<file path="src/rtl/background_fill_master.sv">
// Avalon-MM master that fills a clipped rectangle of the background
// color-index framebuffer, one pixel write per accepted transfer.
module background_fill_master #(
  parameter int H_RES  = 640,
  parameter int V_RES  = 480,
  parameter int ADDR_W = 19,
  parameter int DATA_W = 4
) (
  input  logic              CLK,
  input  logic              RESET,
  input  logic              CMD_START,
  input  logic [9:0]        CMD_X,
  input  logic [9:0]        CMD_Y,
  input  logic [9:0]        CMD_W,
  input  logic [9:0]        CMD_H,
  input  logic [DATA_W-1:0] CMD_COLOR,
  input  logic              ABORT,
  output logic              CMD_READY,
  output logic              DONE,
  output logic              AVM_CS,
  output logic              AVM_WRITE,
  output logic [ADDR_W-1:0] AVM_ADDR,
  output logic [DATA_W-1:0] AVM_WRITEDATA,
  output logic [3:0]        AVM_BYTE_EN,
  input  logic              AVM_WAITREQUEST
);

  typedef enum logic [1:0] {
    S_IDLE,
    S_SETUP,
    S_WRITE,
    S_DONE
  } state_t;

  localparam logic [10:0]       H_END    = 11'(H_RES);
  localparam logic [10:0]       V_END    = 11'(V_RES);
  localparam logic [31:0]       H_BITS   = 32'(H_RES);
  localparam logic [ADDR_W-1:0] H_STRIDE = ADDR_W'(H_RES);

  // Constant-coefficient multiply by H_RES as a shift-add tree.
  function automatic logic [ADDR_W-1:0] row_offset(input logic [9:0] y);
    logic [ADDR_W-1:0] acc;
    acc = '0;
    for (int unsigned b = 0; b < 32; b++) begin
      if (H_BITS[b]) acc = acc + (ADDR_W'(y) << b);
    end
    return acc;
  endfunction

  state_t              state_q, state_d;
  logic [9:0]          x_q, x_d;
  logic [9:0]          y_q, y_d;
  logic [9:0]          w_q, w_d;
  logic [9:0]          h_q, h_d;
  logic [DATA_W-1:0]   color_q, color_d;
  logic [10:0]         x_end_q, x_end_d;
  logic [10:0]         y_end_q, y_end_d;
  logic [9:0]          col_q, col_d;
  logic [9:0]          row_q, row_d;
  logic [ADDR_W-1:0]   row_base_q, row_base_d;
  logic                abort_pend_q, abort_pend_d;

  logic [10:0] x_sum;
  logic [10:0] y_sum;
  logic [10:0] col_nxt;
  logic [10:0] row_nxt;
  logic        empty;

  assign x_sum   = {1'b0, x_q} + {1'b0, w_q};
  assign y_sum   = {1'b0, y_q} + {1'b0, h_q};
  assign col_nxt = {1'b0, col_q} + 11'd1;
  assign row_nxt = {1'b0, row_q} + 11'd1;
  assign empty   = (w_q == '0) || (h_q == '0) ||
                   ({1'b0, x_q} >= H_END) || ({1'b0, y_q} >= V_END);

  always_comb begin
    state_d      = state_q;
    x_d          = x_q;
    y_d          = y_q;
    w_d          = w_q;
    h_d          = h_q;
    color_d      = color_q;
    x_end_d      = x_end_q;
    y_end_d      = y_end_q;
    col_d        = col_q;
    row_d        = row_q;
    row_base_d   = row_base_q;
    abort_pend_d = abort_pend_q;

    unique case (state_q)
      S_IDLE: begin
        if (CMD_START) begin
          x_d     = CMD_X;
          y_d     = CMD_Y;
          w_d     = CMD_W;
          h_d     = CMD_H;
          color_d = CMD_COLOR;
          state_d = S_SETUP;
        end
      end
      S_SETUP: begin
        x_end_d      = (x_sum > H_END) ? H_END : x_sum;
        y_end_d      = (y_sum > V_END) ? V_END : y_sum;
        abort_pend_d = 1'b0;
        if (empty) begin
          state_d = S_DONE;
        end else begin
          col_d      = x_q;
          row_d      = y_q;
          row_base_d = row_offset(y_q);
          state_d    = S_WRITE;
        end
      end
      S_WRITE: begin
        // An abort seen during a stall is held until the stalled write lands.
        if (ABORT) abort_pend_d = 1'b1;
        if (!AVM_WAITREQUEST) begin
          if (ABORT || abort_pend_q) begin
            state_d = S_DONE;
          end else if (col_nxt < x_end_q) begin
            col_d = col_nxt[9:0];
          end else if (row_nxt < y_end_q) begin
            col_d      = x_q;
            row_d      = row_nxt[9:0];
            row_base_d = row_base_q + H_STRIDE;
          end else begin
            state_d = S_DONE;
          end
        end
      end
      S_DONE: begin
        abort_pend_d = 1'b0;
        state_d      = S_IDLE;
      end
      default: state_d = S_IDLE;
    endcase
  end

  always_ff @(posedge CLK) begin
    if (!RESET) begin
      state_q      <= S_IDLE;
      x_q          <= '0;
      y_q          <= '0;
      w_q          <= '0;
      h_q          <= '0;
      color_q      <= '0;
      x_end_q      <= '0;
      y_end_q      <= '0;
      col_q        <= '0;
      row_q        <= '0;
      row_base_q   <= '0;
      abort_pend_q <= 1'b0;
    end else begin
      state_q      <= state_d;
      x_q          <= x_d;
      y_q          <= y_d;
      w_q          <= w_d;
      h_q          <= h_d;
      color_q      <= color_d;
      x_end_q      <= x_end_d;
      y_end_q      <= y_end_d;
      col_q        <= col_d;
      row_q        <= row_d;
      row_base_q   <= row_base_d;
      abort_pend_q <= abort_pend_d;
    end
  end

  assign CMD_READY     = (state_q == S_IDLE);
  assign DONE          = (state_q == S_DONE);
  assign AVM_WRITE     = (state_q == S_WRITE);
  assign AVM_CS        = AVM_WRITE;
  assign AVM_ADDR      = AVM_WRITE ? (row_base_q + ADDR_W'(col_q)) : '0;
  assign AVM_WRITEDATA = color_q;
  assign AVM_BYTE_EN   = 4'b1111;

endmodule

</file>
<file path="config.mk">
export PLATFORM = sky130hd
export DESIGN_NAME = background_fill_master
export DESIGN_NICKNAME = d
export VERILOG_FILES = /design/src/rtl/background_fill_master.sv
export SDC_FILE = /design/constraint.sdc
export NUM_CORES = 1
export LEC_CHECK = 0
export CAP_MARGIN = 20
export CELL_PAD_IN_SITES_DETAIL_PLACEMENT = 0
export CELL_PAD_IN_SITES_GLOBAL_PLACEMENT = 1
export CORE_MARGIN = 2
export CORE_UTILIZATION = 42
export DETAILED_ROUTE_END_ITERATION = 7
export PLACE_DENSITY = 0.79
export SYNTH_ARGS = -nofsm -noshare
export SYNTH_HDL_FRONTEND = slang
export SYNTH_SLANG_ARGS = --single-unit
export TNS_END_PERCENT = 30
</file>
<file path="constraint.sdc">
create_clock -name CLK -period 4.05 [get_ports CLK]
set_clock_uncertainty 0.15 [all_clocks]
set_input_delay 0.81 -clock CLK [delete_from_list [all_inputs] [get_ports CLK]]
set_output_delay 0.81 -clock CLK [all_outputs]
set_load 0.02 [all_outputs]
</file>
==> summary.md <==
| Metric | Value |
|---|---|
| Number of synthesized flops with an enable pin | `0` |
| Io pins | `80` |
| Status | `finished clean` |
| Remaining antenna violation count | `0` |
| Total track usage | `21.2%` |
| Antenna violations before repair | `0` |
| Wire per inst | `15.3 um` |
| Vias per cell | `5.46` |
| Final net count | `1028` |
| Largest net degree at the start of global routing | `72` |
| Adder-Cell Fraction of Synth Area | `11.6%` |
| Buffers on Ports | `75` |
| Post-synthesis cell type count | `74` |
| CTS Buffer Depth | `2` |
| Die ar. | `0.0172 mm2` |
| Crit. End Element | `output pin` |
| Final Cycle Share | `92.8%` |
| XOR/XNOR share of the synthesized area | `5.04%` |
| Min-Delay Path Class | `flip-flop to flip-flop` |
| P&R area growth vs syn | `17.2%` |
| First-pass GRT wire length | `28.7 mm` |
| Antenna Cells | `0` |
| PwrDens | `571 mW/mm2` |
| Root Driver | `clkbuf_16` |
| Unrepaired setup endpoints after global routing | `no` |
| Sequential share of the synthesized area | `29.8%` |
| Multiplexer area fraction after synthesis | `1.81%` |
| Core area | `0.0158 mm2` |
| CP max FO | `6` |
| Nature of the critical path startpoint | `flip-flop` |
| H-tree depth | `3` |
| Synth Cell Area | `0.00678 mm2` |
| Most used flip-flop cell after synthesis | `dfxtp_1` |
| DRC viols | `0` |
| Worst slew margin | `39.3%` |
| WP data required | `3.09 ns` |
| Core Util, Final | `50.2%` |
| Setup TNS | `0 ns` |
| CTS Sinks | `101` |
| Synth Instances | `871` |
| Starting Density | `42.8%` |
| DRT iter0 DRCs | `469` |
| Share of layout cells above drive strength 1 | `5.53%` |
| Crit Path Class | `flip-flop to output pin` |
| Yosys reg bits | `101` |
| Worst Setup SP | `col_q[8]` |
| CP Data Arrival Time | `2.80 ns` |
| MaxCap Viol Count | `0` |
| Final Critical Period | `3.76 ns` |
| Synth Area in Simple Gates | `21.7%` |
| LEAKAGE | `3.12 nW` |
| Rows | `46` |
| Routed vias | `6221` |
| Endpoints failing hold | `0` |
| Hold Crit Start | `AVM_WRITEDATA[1]` |
| Worst-Margin Slew | `0.907 ns` |
| Die height | `131 um` |
| Filler cells | `1630` |
| Ys async rst share | `0%` |
| Die X | `131 um` |
| Vias in the first global route | `5544` |
| Overflow after GRT | `0` |
| Mean Syn Cell Area | `7.78 um2` |
| First-pass DRT Iterations | `5` |
| Max VDD drop | `0.000329 V` |
| Count of final max-slew check failures | `0` |
| Hold_buf cts | `0` |
| Compound-cell area share of the yosys netlist | `24.2%` |
| Clk_lat worst skew | `0.36 ns` |
| Clk slew on worst S/H paths | `0.07 ns` |
| Num CTS Buffers | `9` |
| Reg-to-reg startpoint | `row_q[0]` |
| Synth warnings | `0` |
| Largest family of logic cells by synthesized area | `compound AO/OA/AOI/OAI gates` |
| TritonCTS clock tree | `done` |
| GP Congestion | `0.855` |
| F_max | `266 MHz` |
| DP HPWL | `12.7 mm` |
| Final Setup Violations | `0` |
| Total Wirelength | `17.5 mm` |
==> synth_stat cells, types with 4 or more instances <==
cell      count  area [um2]
nand2_1     141         529
o21ai_2       4        35.0
and2_1       15        93.8
nand4_1       7        43.8
buf_4         6        45.0
or3_1         8        50.1
o21ai_1       4        20.0
nand3_1      22         110
o32ai_1       8        70.1
a211oi_1     20         150
inv_1        38         143
nor3_1       13        65.1
a21o_1       10        75.1
and3_1       18         113
a32o_1        6        60.1
a31oi_1      21         131
buf_2         6        30.0
nor2_1       55         206
xnor2_1      21         184
nor2b_1       9        56.3
xor2_1       18         158
ha_1         58         726
dfxtp_1     101        2020
a21oi_1      88         440
a22o_1        5        43.8
o22ai_1       4        25.0
clkbuf_1     36         135
mux2i_1      10         100
o21ai_0      38         190
o21a_1        6        45.0
a311oi_1      4        35.0
nor4_1        6        37.5
==> report_power, final <==
group	switching [W]	internal (W)	total (W)
clock network	0.000393	0.000451	0.000843
logic	0.00134	0.000883	0.00222
registers	0.000259	0.00121	0.00147
total	0.00199	0.00254	0.00453
==> state kept, by name, indices dropped and copies added (netlist names) <==
signal and flops:
h_q 10, row_q 10, w_q 10, y_end_q 11
y_q 10, AVM_WRITEDATA 4, state_q 2, abort_pend_q 1
x_end_q 11, x_q 10, row_base_q 12, col_q 10
==> cell type report <==
cell class | count | area [um2] | share of cell area, %
multi-input cells | 681 | 4390 | 55.2
flip-flops and latches | 101 | 2020 | 25.5
repair buffers | 85 | 826 | 10.4
well taps | 216 | 270 | 3.40
clock buffers | 11 | 253 | 3.18
inverters | 40 | 150 | 1.89
clock inverters | 5 | 35.0 | 0.441
==> worst paths after layout <==
| kind | endpoint | slack (ns) | cells after the start |
|---|---|---|---|
| worst max-delay path | AVM_ADDR[15] | 0.29 | 9 |
| worst min-delay path | AVM_WRITEDATA[1] | 0.30 | 2 |
| worst max register to register | row_base_q[13] | 0.33 | 13 |
| worst min register to register | AVM_WRITEDATA[1] | 0.30 | 2 |
==> worst max-delay path: stages, from the launching register on <==
cell	delay [ns]
dfxtp_1	0.39
ha_1	0.34
a21oi_1	0.08
nor2b_1	0.21
nor2_2	0.11
nor2_2	0.24
nand2_1	0.10
xnor2_1	0.20
and2_1	0.16
clkdlybuf4s50_1	0.59
==> through the flow <==
stage | total power, W | hold WS [ns] | area, um2 | cells | setup slack (ns)
detailed placement | 0.00370 | 0.295 | 7640 | 1123 | 0.268
global placement | 0.00368 | 0.292 | 7640 | 1123 | 0.346
global route | 0.00493 | 0.326 | 7940 | 1139 | 0.00307
floorplan | 0.00308 | 0.267 | 6790 | 874 | 0.640
CTS | 0.00455 | 0.306 | 7930 | 1139 | 0.134
finish | 0.00453 | 0.304 | 7940 | 1139 | 0.294
==> layer usage <==
metal	vias to the layer above	global-route usage, %	routed length [um]
li1	3212	-	-
met1	2843	31.5	9140
met2	145	31.1	7200
met3	21	4.15	886
met4	0	6.20	246
met5	-	0	0
==> repair_timing <==
action,CTS,global route
endpoints found under the setup margin,0,14
setup buffers,0,0
gates resized for setup,0,3
==> layout by cell type, fill, tap and decap left out, drive strengths merged, types with 9 or more instances in the layout <==
cell type and count:
nand2 141, dfxtp 101, a21oi 89, clkdlybuf4s50 75, ha 58, nor2 55
o21ai 46, inv 40, nand3 22, xnor2 21, a31oi 21, a211oi 20
and3 18, xor2 18, and2 15, nor3 14, clkbuf 11, a21o 10
mux2i 10, buf 10, nor2b 9
==> kinds of logic (layout without fill, tap and decap cells) <==
group / Yosys count / count (layout)
xor gates and xnor gates: 39 / 39
AOI/OAI and AO/OA: 252 / 252
adders and majority gates: 61 / 61
other: 1 / 4
and+or+nand+nor: 313 / 313
DFF: 101 / 101
muxes: 12 / 12
buffers and inverters: 92 / 141
Note: power is estimated with default switching activity, not from simulation.
